`src/rtl/fifo_rr_arb_ctrl_pkg.sv`:
```
// Shared definitions for the packet-aware round-robin FIFO drain arbiter:
// FSM state encoding and a constant ceil(log2) helper for port widths.
package fifo_rr_arb_ctrl_pkg;

    typedef enum logic [0:0] {
        ST_IDLE = 1'b0,
        ST_XFER = 1'b1
    } arb_state_e;

    // ceil(log2(value)), never less than 1 so a 1-bit index always exists.
    function automatic int clog2(input int value);
        int result;
        int v;
        result = 32'sd0;
        v      = value - 32'sd1;
        while (v > 32'sd0) begin
            result = result + 32'sd1;
            v      = v / 32'sd2;
        end
        return (result < 32'sd1) ? 32'sd1 : result;
    endfunction

endpackage

```
`src/rtl/fifo_rr_arb_ctrl_rr_pick.sv`:
```
// Rotate-priority encoder: returns the first requesting index after ptr,
// wrapping modulo N_SRC, so the most recently served source goes last.
module rr_pick
    import fifo_rr_arb_ctrl_pkg::*;
#(
    parameter  int N_SRC = 4,
    localparam int ID_W  = clog2(N_SRC)
) (
    input  logic [N_SRC-1:0] req,
    input  logic [ID_W-1:0]  ptr,
    output logic [ID_W-1:0]  idx,
    output logic             valid
);

    logic [ID_W-1:0] cand_s;

    // Walk candidates from farthest to nearest so the nearest requester after ptr wins.
    always_comb begin
        idx    = {ID_W{1'b0}};
        cand_s = {ID_W{1'b0}};
        for (int k = N_SRC; k >= 32'sd1; k--) begin
            cand_s = ID_W'((int'(ptr) + k) % N_SRC);
            idx    = req[cand_s] ? cand_s : idx;
        end
    end

    assign valid = |req;

endmodule

```
`src/rtl/fifo_rr_arb_ctrl.sv`:
```
// Packet-aware round-robin arbiter draining N_SRC FWFT source FIFOs into one
// downstream FIFO. A grant is held for a whole packet (or until the word cap
// forces a cut), then the pointer rotates past the served source.
module fifo_rr_arb_ctrl
    import fifo_rr_arb_ctrl_pkg::*;
#(
    parameter  int N_SRC         = 4,
    parameter  int D_WIDTH       = 64,
    parameter  int MAX_PKT_WORDS = 256,
    parameter  int CNT_WIDTH     = 16,
    localparam int ID_W          = clog2(N_SRC)
) (
    input  logic                       CLK,
    input  logic                       RST_N,
    input  logic [N_SRC*D_WIDTH-1:0]   src_dout,
    input  logic [N_SRC-1:0]           src_last,
    input  logic [N_SRC-1:0]           src_empty,
    output logic [N_SRC-1:0]           src_rd_en,
    output logic [D_WIDTH-1:0]         dst_din,
    output logic                       dst_last,
    output logic                       dst_wr_en,
    input  logic                       dst_full,
    output logic [ID_W-1:0]            grant_id,
    output logic                       busy,
    output logic                       err_overrun,
    output logic [CNT_WIDTH-1:0]       pkt_cnt
);

    localparam int              WC_W     = clog2(MAX_PKT_WORDS);
    localparam logic [WC_W-1:0] WC_LIMIT = WC_W'(MAX_PKT_WORDS - 32'sd1);

    arb_state_e           state_r;
    arb_state_e           state_nx_s;
    logic [ID_W-1:0]      grant_r;
    logic [ID_W-1:0]      rr_ptr_r;
    logic [WC_W-1:0]      word_cnt_r;
    logic [CNT_WIDTH-1:0] pkt_cnt_r;
    logic                 err_r;

    logic [ID_W-1:0]      pick_idx_s;
    logic                 pick_valid_s;
    logic                 cap_s;
    logic                 xfer_s;
    logic                 eop_s;
    logic                 cut_s;

    rr_pick #(
        .N_SRC (N_SRC)
    ) u_rr_pick (
        .req   (~src_empty),
        .ptr   (rr_ptr_r),
        .idx   (pick_idx_s),
        .valid (pick_valid_s)
    );

    assign cap_s = (word_cnt_r == WC_LIMIT);

    // Zero-latency transfer path; every strobe is gated by XFER so reset silences it at once.
    always_comb begin
        src_rd_en = {N_SRC{1'b0}};
        dst_din   = src_dout[int'(grant_r)*D_WIDTH +: D_WIDTH];
        dst_last  = 1'b0;
        xfer_s    = 1'b0;
        if (state_r == ST_XFER) begin
            xfer_s   = ~src_empty[grant_r] & ~dst_full;
            dst_last = src_last[grant_r] | cap_s;
        end else begin
            xfer_s   = 1'b0;
            dst_last = 1'b0;
        end
        dst_wr_en          = xfer_s;
        src_rd_en[grant_r] = xfer_s;
        eop_s              = xfer_s & dst_last;
        cut_s              = eop_s & ~src_last[grant_r];
    end

    // FSM state register.
    always_ff @(posedge CLK or negedge RST_N) begin
        if (!RST_N) begin
            state_r <= ST_IDLE;
        end else begin
            state_r <= state_nx_s;
        end
    end

    // Next state: leave IDLE on any request, return after the packet's final word.
    always_comb begin
        state_nx_s = state_r;
        case (state_r)
            ST_IDLE: begin
                if (pick_valid_s) begin
                    state_nx_s = ST_XFER;
                end else begin
                    state_nx_s = ST_IDLE;
                end
            end
            ST_XFER: begin
                if (eop_s) begin
                    state_nx_s = ST_IDLE;
                end else begin
                    state_nx_s = ST_XFER;
                end
            end
            default: state_nx_s = ST_IDLE;
        endcase
    end

    // Grant capture, rotation pointer, per-packet word count and completed-packet count.
    always_ff @(posedge CLK or negedge RST_N) begin
        if (!RST_N) begin
            grant_r    <= {ID_W{1'b0}};
            rr_ptr_r   <= ID_W'(N_SRC - 32'sd1);
            word_cnt_r <= {WC_W{1'b0}};
            pkt_cnt_r  <= {CNT_WIDTH{1'b0}};
        end else if (state_r == ST_IDLE) begin
            if (pick_valid_s) begin
                grant_r    <= pick_idx_s;
                word_cnt_r <= {WC_W{1'b0}};
            end
        end else if (eop_s) begin
            word_cnt_r <= {WC_W{1'b0}};
            rr_ptr_r   <= grant_r;
            pkt_cnt_r  <= pkt_cnt_r + CNT_WIDTH'(1'b1);
        end else if (xfer_s) begin
            word_cnt_r <= word_cnt_r + WC_W'(1'b1);
        end
    end

    // Overrun flag: set when the word cap cuts a packet, held until reset.
    always_ff @(posedge CLK or negedge RST_N) begin
        if (!RST_N) begin
            err_r <= 1'b0;
        end else if (cut_s) begin
            err_r <= 1'b1;
        end
    end

    assign grant_id    = grant_r;
    assign busy        = (state_r == ST_XFER);
    assign err_overrun = err_r;
    assign pkt_cnt     = pkt_cnt_r;

endmodule

```
`config.mk`:
```
export PLATFORM = sky130hd
export DESIGN_NAME = fifo_rr_arb_ctrl
export DESIGN_NICKNAME = d
export VERILOG_FILES = /design/src/rtl/fifo_rr_arb_ctrl_pkg.sv /design/src/rtl/fifo_rr_arb_ctrl_rr_pick.sv /design/src/rtl/fifo_rr_arb_ctrl.sv
export SDC_FILE = /design/constraint.sdc
export NUM_CORES = 1
export LEC_CHECK = 0
export CAP_MARGIN = 20
export CORE_AREA = 2 2 137 139
export CTS_CLUSTER_SIZE = 20
export DETAILED_ROUTE_END_ITERATION = 6
export DIE_AREA = 0 0 139 141
export GPL_TIMING_DRIVEN = 0
export PLACE_DENSITY = 0.55
export SETUP_SLACK_MARGIN = 0.4
export SLEW_MARGIN = 20
export SYNTH_ARGS = -nofsm -noshare
export SYNTH_HDL_FRONTEND = slang
export SYNTH_SLANG_ARGS = --single-unit
```
`constraint.sdc`:
```
create_clock -name CLK -period 3.5 [get_ports CLK]
set_input_delay 0.7 -clock CLK [delete_from_list [all_inputs] [get_ports CLK]]
set_output_delay 0.7 -clock CLK [all_outputs]
set_load 0.03 [all_outputs]
```
==> impl_summary.txt, run 1 <==
----------------------------------------------------
[Routing]
  DR WL/cell ... 24.90 µm
  Number of detailed-route iterations in the first pass ... 4
  Uppermost metal layer occupied by signal nets ... met5
  Met1 WL ... 8757 µm
  Remaining number of nets flagged by the antenna check after routing ... 0
  DRT Wirelength ... 21,040 µm
  Initial detailed-routing violation count ... 148
  Via count of the routed design ... 3,976
  Residual DRC ... 0
  Detail Route met2 WL ... 9211 µm
  Met3 WL ... 2641 µm
  Vias per std cell ... 4.705

[Critical path]
  Number of buffers and inverters on the critical path ... 3
  Data arrival, critical path ... 2.35 ns
  Worst setup SP type ... flip-flop
  Slowest library cell on the worst path ... clkdlybuf4s50_1
  Family of cells with the greatest summed delay on the critical path ... buffers and inverters
  Longest individual stage delay on the worst path ... 0.61 ns
  Endpoint required time on the critical path ... 2.80 ns
  Largest fanout on the critical path ... 10
  Kind of critical path ... reg2out
  Critical-path cell list ... buf_2 -> buf_4 -> mux4_2 -> clkdlybuf4s50_1
  Critical path endpoint category ... output port

[Floorplanning]
  Std cell rows ... 50
  Chip Height ... 141 µm
  IO Pins ... 357
  Core Area ... 0.01827 mm²
  Die width ... 139 µm
  Starting density of the core ... 17.23%
  Die Outline Area ... 0.01960 mm²

[Yosys]
  Synthesis-stage register bit count ... 30
  YS warnings ... 0
  Cell count after synthesis ... 238
  EDFF count, synth ... 0
  Synth Net Count ... 507
  Share of flip-flops with an asynchronous set or reset after synthesis ... 100.0%
  Netlist area before placement ... 0.003148 mm²
  Sequential area share after synthesis ... 23.93%
  Post-synth top flop ... dfrtp_1
  Post-Syn Area per Cell ... 13.23 µm²
  Number of different library cells in the post-synthesis netlist ... 46

[Timing]
  Fin crit share ... 87.16%
  Minimum period implied by the final worst setup slack ... 3.050 ns
  Hold Vio Cnt, Final ... 0
  Relative slew slack ... 47.46%
  Worst hold slack ... 0.4685 ns
  Slew at the pin closest to its max-slew limit ... 0.7881 ns
  Setup repair after global routing missed its margin ... true
  Clock skew ... 0.005279 ns
  Final count of pins violating max slew ... 0
  Count of final setup violators ... 0
  Setup TNS ... 0 ns
  Fmax ... 327.8 MHz

[Power]
  Leak ... 2.918 nW
  Power per standard cell area ... 658.3 mW/mm²
  Largest vdd supply drop ... 0.3886 mV
  Overall power of the completed layout ... 4.786 mW

[Cells and area]
  Most frequent cells in the layout ... clkdlybuf4s50_1 (299), mux4_2 (65), dlygate4sd2_1 (43)
  Most frequent standard cell in the layout excluding fill and tap cells ... clkdlybuf4s50_1
  Number of filler instances in the final layout ... 1,781
  Share of post-route cells with drive strength above 1 ... 18.35%
  Area of all placed cells without fillers ... 0.007269 mm²
  Reg area ... 753.2 µm²
  Net total in the final layout ... 874
  Layout overhead on the synthesized area ... 130.9%
  Footprint of the multi-input gates ... 0.002326 mm²

[Clocking]
  Clock buffer depth ... 2
  Clock tree from TritonCTS ... done
  Clock latency reported for the late side of the worst-skew pair ... 0.27 ns
  Cts bufs inserted ... 5
  Number of sinks driven by the clock tree ... 30
  CTS clk-pin slew, worst paths ... 0.05 ns
  Number of H-tree levels ... 2
  Clock tree root driver cell ... clkbuf_16
  Quantity of hold-fixing buffers added after cts ... 0

[Place]
  Detailed placement HPWL ... 18,420 µm
  Placed instance area ... 0.006999 mm²
  Buffers added on ports ... 356
  Last weighted congestion value of the routability-driven placer ... 0.8677

[Worst hold path]
  Hold/Removal Path Class ... in2async

[Global routing]
  Vias in the first global route ... 4,117
  Overall Global Routing Usage ... 20.31%
  Largest net degree at the start of global routing ... 31
  Number of antenna violations at the first check in global routing ... 19
  Total global routing overflow ... 0
  Wire length of the first global-routing pass ... 29,330 µm

[Status]
  Outcome ... completed

[Flow run]
  Max-cap viol count ... 0

----------------------------------------------------
## Yosys cell counts, types with 2 or more instances
| cell | count | area [µm²] |
|---|---|---|
| mux4_2 | 65 | 1464 |
| dfrtp_1 | 28 | 700.7 |
| nand2_1 | 16 | 60.06 |
| xor2_1 | 15 | 131.4 |
| buf_2 | 12 | 60.06 |
| nor2_1 | 9 | 33.78 |
| nand3_1 | 8 | 40.04 |
| clkbuf_1 | 7 | 26.28 |
| nor4_1 | 7 | 43.79 |
| o21ai_0 | 5 | 25.02 |
| a21oi_1 | 4 | 20.02 |
| and3_1 | 4 | 25.02 |
| mux2_2 | 4 | 45.04 |
| nor3_1 | 4 | 20.02 |
| a32oi_1 | 3 | 26.28 |
| inv_1 | 3 | 11.26 |
| mux2i_1 | 3 | 30.03 |
| nor2b_1 | 3 | 18.77 |
| and4bb_2 | 2 | 25.02 |
| dfstp_2 | 2 | 52.55 |
| ha_1 | 2 | 25.02 |
| nand2b_1 | 2 | 12.51 |
| nand4_1 | 2 | 12.51 |
| nor3b_1 | 2 | 15.01 |
| nor4b_1 | 2 | 17.52 |
| o21a_1 | 2 | 15.01 |
| o31ai_1 | 2 | 15.01 |
| or4_1 | 2 | 15.01 |
## worst reg2reg max path, stage by stage (launching register included)
cell	delay, ns
dfrtp_1	0.34
buf_2	0.26
mux4_2	0.62
a41oi_4	0.22
buf_4	0.17
buf_2	0.22
nor4_1	0.10
xor2_1	0.15
## flip-flops by register name, summed over array words and instances, names as in the netlist
name / flops
grant_id: 2
busy: 1
err_overrun: 1
pkt_cnt: 16
rr_ptr_r: 2
word_cnt_r: 8
## worst paths after layout
| path | startpoint | endpoint | slack, ns | depth (start not counted) |
|---|---|---|---|---|
| hold / removal | RST_N | pkt_cnt[15]$_DFFE_PN0P_ | 0.47 | 1 |
| min in group CLK | err_overrun$_DFFE_PN0P_ | err_overrun$_DFFE_PN0P_ | 0.47 | 2 |
| max in group asynchronous | RST_N | busy$_DFF_PN0_ | 2.58 | 1 |
| setup reg to reg | grant_id[0]$_DFFE_PN0P_ | pkt_cnt[14]$_DFFE_PN0P_ | 1.30 | 7 |
| hold reg to reg | err_overrun$_DFFE_PN0P_ | err_overrun$_DFFE_PN0P_ | 0.47 | 2 |
| setup / recovery | grant_id[0]$_DFFE_PN0P_ | dst_din[56] | 0.45 | 4 |
## cells by family after synthesis
group	Yosys count	share of synthesized area (%)
mux	73	49.24
simple gates	69	12.32
flops	30	23.93
compound gates	26	6.200
buf+inv	23	3.339
xor+xnor	15	4.173
fa+ha+maj	2	0.7948
## per-layer routing
metal | vias to the layer above | GRT usage [%]
met5 | - | 0
met4 | 26 | 2.339
met3 | 44 | 12.13
met2 | 211 | 30.78
met1 | 1949 | 25.77
li1 | 1746 | -
## power breakdown
group	switching, mW	total [mW]	leakage, nW	internal (mW)
sequential	0.107	0.542	0.375	0.435
clock	0.142	0.492	0.0830	0.350
combinational	2.04	3.75	2.46	1.71
total	2.29	4.79	2.92	2.50
## repair_timing
action | CTS | global route
buffers inserted | 1 | 3
endpoints found under the setup margin | 70 | 57
cloned | 0 | 0
gates resized for setup | 65 | 20
## metrics by stage
stage	cells	setup WS [ns]	utilization [%]
2_1_floorplan	238	0.8826	-
3_3_place_gp	828	-0.04794	38.34
3_5_place_dp	828	-0.06056	38.32
4_1_cts	836	0.3930	39.26
5_1_grt	839	0.3248	39.71
6_report	845	0.4495	39.79
## final cells by class
| type | instances | share of cell area (%) |
|---|---|---|
| Inverter | 3 | 0.1549 |
| Tap cell | 234 | 4.028 |
| Clock buffer | 6 | 1.910 |
| Antenna cell | 6 | 0.2065 |
| Sequential cell | 30 | 10.36 |
| Buffer | 20 | 1.893 |
| Clock inverter | 1 | 0.4131 |
| Timing Repair Buffer | 360 | 49.04 |
| Multi-Input combinational cell | 185 | 32.00 |
Note: power is estimated with default switching activity, not from simulation.
==> run 2, diff against run 1 <==
--- a/config.mk
+++ b/config.mk
@@ -10,6 +10,7 @@
 export CTS_CLUSTER_SIZE = 20
 export DETAILED_ROUTE_END_ITERATION = 6
 export DIE_AREA = 0 0 139 141
+export GPL_ROUTABILITY_DRIVEN = 0
 export GPL_TIMING_DRIVEN = 0
 export PLACE_DENSITY = 0.55
 export SETUP_SLACK_MARGIN = 0.4
==> results of run 2 <==
Final layout, timing and power as in run 1 (identical DEF).
==> run 3, diff against run 2 <==
--- a/config.mk
+++ b/config.mk
@@ -6,13 +6,12 @@
 export NUM_CORES = 1
 export LEC_CHECK = 0
 export CAP_MARGIN = 20
-export CORE_AREA = 2 2 137 139
-export CTS_CLUSTER_SIZE = 20
+export CORE_AREA = 8 8 132 134
 export DETAILED_ROUTE_END_ITERATION = 6
-export DIE_AREA = 0 0 139 141
+export DIE_AREA = 0 0 140 142
 export GPL_ROUTABILITY_DRIVEN = 0
 export GPL_TIMING_DRIVEN = 0
-export PLACE_DENSITY = 0.55
+export PLACE_DENSITY = 0.64
 export SETUP_SLACK_MARGIN = 0.4
 export SLEW_MARGIN = 20
 export SYNTH_ARGS = -nofsm -noshare
==> run 3 against run 2 <==
Effect of this change: critical path depth rose by 2; clock power down 2%; global-route usage is 0.95 points lower; register-to-register slack hardly changed; critical path type is now in2out; critical endpoint is now dst_wr_en.
==> impl_summary.txt, run 3 (synthesis gave the netlist of run 1 again) <==
----------------------------------------------------
[Clocking]
  Number of H-tree levels ... 2 (unchanged)
  CTS clk-pin slew, worst paths ... 0.05 ns (about the same)
  Clock tree from TritonCTS ... done
  Cts bufs inserted ... 5 (unchanged)
  Number of sinks driven by the clock tree ... 30 (unchanged)
  Clock tree root driver cell ... clkbuf_16
  Clock buffer depth ... 2 (unchanged)
  Clock latency reported for the late side of the worst-skew pair ... 0.27 ns (about the same)

[Critical path]
  Endpoint required time on the critical path ... 2.80 ns (about the same)
  Worst R2R Path Depth ... 6 (-1)
  Largest fanout on the critical path ... 10 (unchanged)
  Longest individual stage delay on the worst path ... 0.54 ns (-0.07 ns)
  Kind of critical path ... in2out
  Data arrival, critical path ... 2.36 ns (about the same)
  Launching instance or port of the critical path ... src_empty[3]
  Worst setup SP type ... input port
  Slowest library cell on the worst path ... clkdlybuf4s50_1
  Critical path endpoint category ... output port
  Reg-to-Reg End ... pkt_cnt[1]$_DFFE_PN0P_
  Number of buffers and inverters on the critical path ... 4 (+1)
  Critical-path cell list ... clkdlybuf4s50_1 -> mux2i_2 -> a22oi_1 -> buf_2 -> inv_1 -> clkbuf_2
  Reg-to-Reg Start ... grant_id[1]$_DFFE_PN0P_
  Register-to-register path setup slack ... 1.29 ns (about the same)
  Family of cells with the greatest summed delay on the critical path ... buffers and inverters

[Routing]
  DR WL/cell ... 25.82 µm (+3.7%)
  Remaining number of nets flagged by the antenna check after routing ... 0 (unchanged)
  Initial detailed-routing violation count ... 131 (-11%)
  Residual DRC ... 0 (unchanged)
  Via count of the routed design ... 3,939 (-0.93%)
  Vias per std cell ... 4.905 (+4.3%)
  DRT Wirelength ... 20,740 µm (-1.4%)
  Number of detailed-route iterations in the first pass ... 4 (unchanged)

[Power]
  Leak ... 2.815 nW (-3.5%)
  Power per standard cell area ... 663.2 mW/mm² (+0.74%)
  Largest vdd supply drop ... 0.3428 mV (-12%)

[Cells and area]
  Most frequent standard cell in the layout excluding fill and tap cells ... clkdlybuf4s50_1
  Net total in the final layout ... 876 (+0.23%)
  Layout overhead on the synthesized area ... 127.1%
  Max reg flops ... 16 (unchanged)
  Share of post-route cells with drive strength above 1 ... 18.09% (-0.26 points)
  Final Instance Count excl. Fillers ... 803 (-5.0%)
  Most frequent cells in the layout ... clkdlybuf4s50_1 (309), mux4_2 (65), dlygate4sd2_1 (43)

[Timing]
  Setup repair after global routing missed its margin ... true
  Setup TNS ... 0 ns (unchanged)
  Count of final setup violators ... 0 (unchanged)
  Fin crit share ... 87.45% (+0.29 points)
  Clock skew ... 0.004394 ns (-0.0008845 ns)
  Hold Vio Cnt, Final ... 0 (unchanged)
  Final count of pins violating max slew ... 0 (unchanged)
  Fmax ... 326.7 MHz (-0.34%)
  Slew at the pin closest to its max-slew limit ... 0.7171 ns (-0.07104 ns)
  Relative slew slack ... 52.20% (+4.7 points)
  Minimum period implied by the final worst setup slack ... 3.061 ns (+0.01028 ns)

[Global routing]
  Overall Global Routing Usage ... 19.37% (-0.95 points)
  Largest net degree at the start of global routing ... 31 (unchanged)
  Total global routing overflow ... 0 (unchanged)
  Wire length of the first global-routing pass ... 28,660 µm (-2.3%)
  Number of antenna violations at the first check in global routing ... 14 (-5)
  Vias in the first global route ... 4,169 (+1.3%)

[Floorplanning]
  Die width ... 140 µm (+0.72%)
  Chip Height ... 142 µm (+0.71%)
  Starting density of the core ... 20.41% (+3.2 points)
  Std cell rows ... 46 (-8.0%)
  Core Area ... 0.01542 mm² (-16%)
  Die Outline Area ... 0.01988 mm² (+1.4%)
  IO Pins ... 357 (unchanged)

[Flow run]
  Max-cap viol count ... 0 (unchanged)

[Place]
  Number of cells in the design after placement ... 786 (-5.1%)
  Buffers added on ports ... 356 (unchanged)
  Detailed placement HPWL ... 18,250 µm (-0.96%)

[Worst hold path]
  Hold/Removal Path Class ... in2async

[Status]
  Outcome ... completed

----------------------------------------------------
==> run 3: cell count changes in the layout (fill, tap and decap cells not counted), sizes merged <==
| cell | change |
|---|---|
| diode | -3 |
| clkdlybuf4s50 | +10 |
| clkbuf | +1 |
| dlymetal6s2s | -10 |
| clkdlybuf4s15 | -1 |
| buf | +3 |
==> run 3: final cells by class <==
class / count / area, µm²
Fill cell: 1467 / 8274
Timing Repair Buffer: 362 / 3548
Multi-Input combinational cell: 185 / 2308
Sequential cell: 30 / 753.2
Tap cell: 192 / 240.2
Clock buffer: 7 / 132.6
Buffer: 20 / 118.9
Clock inverter: 1 / 30.03
Inverter: 3 / 11.26
Antenna cell: 3 / 7.507
==> run 3: what timing repair did <==
| item | CTS | global route |
|---|---|---|
| setup buffers | 1 | 5 |
| hold buffers | 0 | 0 |
| setup endpoints to repair | 65 | 15 |
| cloned | 0 | 0 |
| pin swaps | 0 | 0 |
| gates resized for setup | 60 | 6 |
==> run 3: worst max-delay path by stage <==
stage            endpoint  cells after the start
3_5_place_dp     dst_last                      6
6_report        dst_wr_en                      6
2_1_floorplan  dst_din[0]                      4
3_3_place_gp     dst_last                      6
5_1_grt         dst_wr_en                      6
4_1_cts         dst_wr_en                      6
==> run 3: per-stage QoR <==
| stage | hold WS, ns | utilization, % | power [mW] | worst slack (ns) | area (µm²) |
|---|---|---|---|---|---|
| floorplan | 0.4044 | - | 2.823 | 0.8826 | 3148 |
| global placement | 0.4580 | 45.07 | 4.353 | -0.03859 | 6952 |
| detailed placement | 0.4616 | 45.04 | 4.388 | -0.06722 | 6947 |
| CTS | 0.4738 | 46.07 | 4.749 | 0.2805 | 7106 |
| global route | 0.5097 | 46.36 | 4.997 | 0.3661 | 7151 |
| finish | 0.4712 | 46.36 | 4.742 | 0.4392 | 7151 |
==> run 3: routing by layer <==
| metal | vias up | track usage, % | share of wire [%] |
|---|---|---|---|
| met1 | 1921 | 20.94 | 36 |
| met3 | 41 | 10.13 | 12 |
| met5 | - | 0 | 0.70 |
| li1 | 1742 | - | - |
| met2 | 213 | 33.23 | 50 |
| met4 | 22 | 4.057 | 1.6 |
==> run 3: where the power goes <==
part	switching (mW)	internal, mW
clock network	0.148	0.336
registers	0.101	0.435
logic	2.01	1.71
total	2.26	2.48
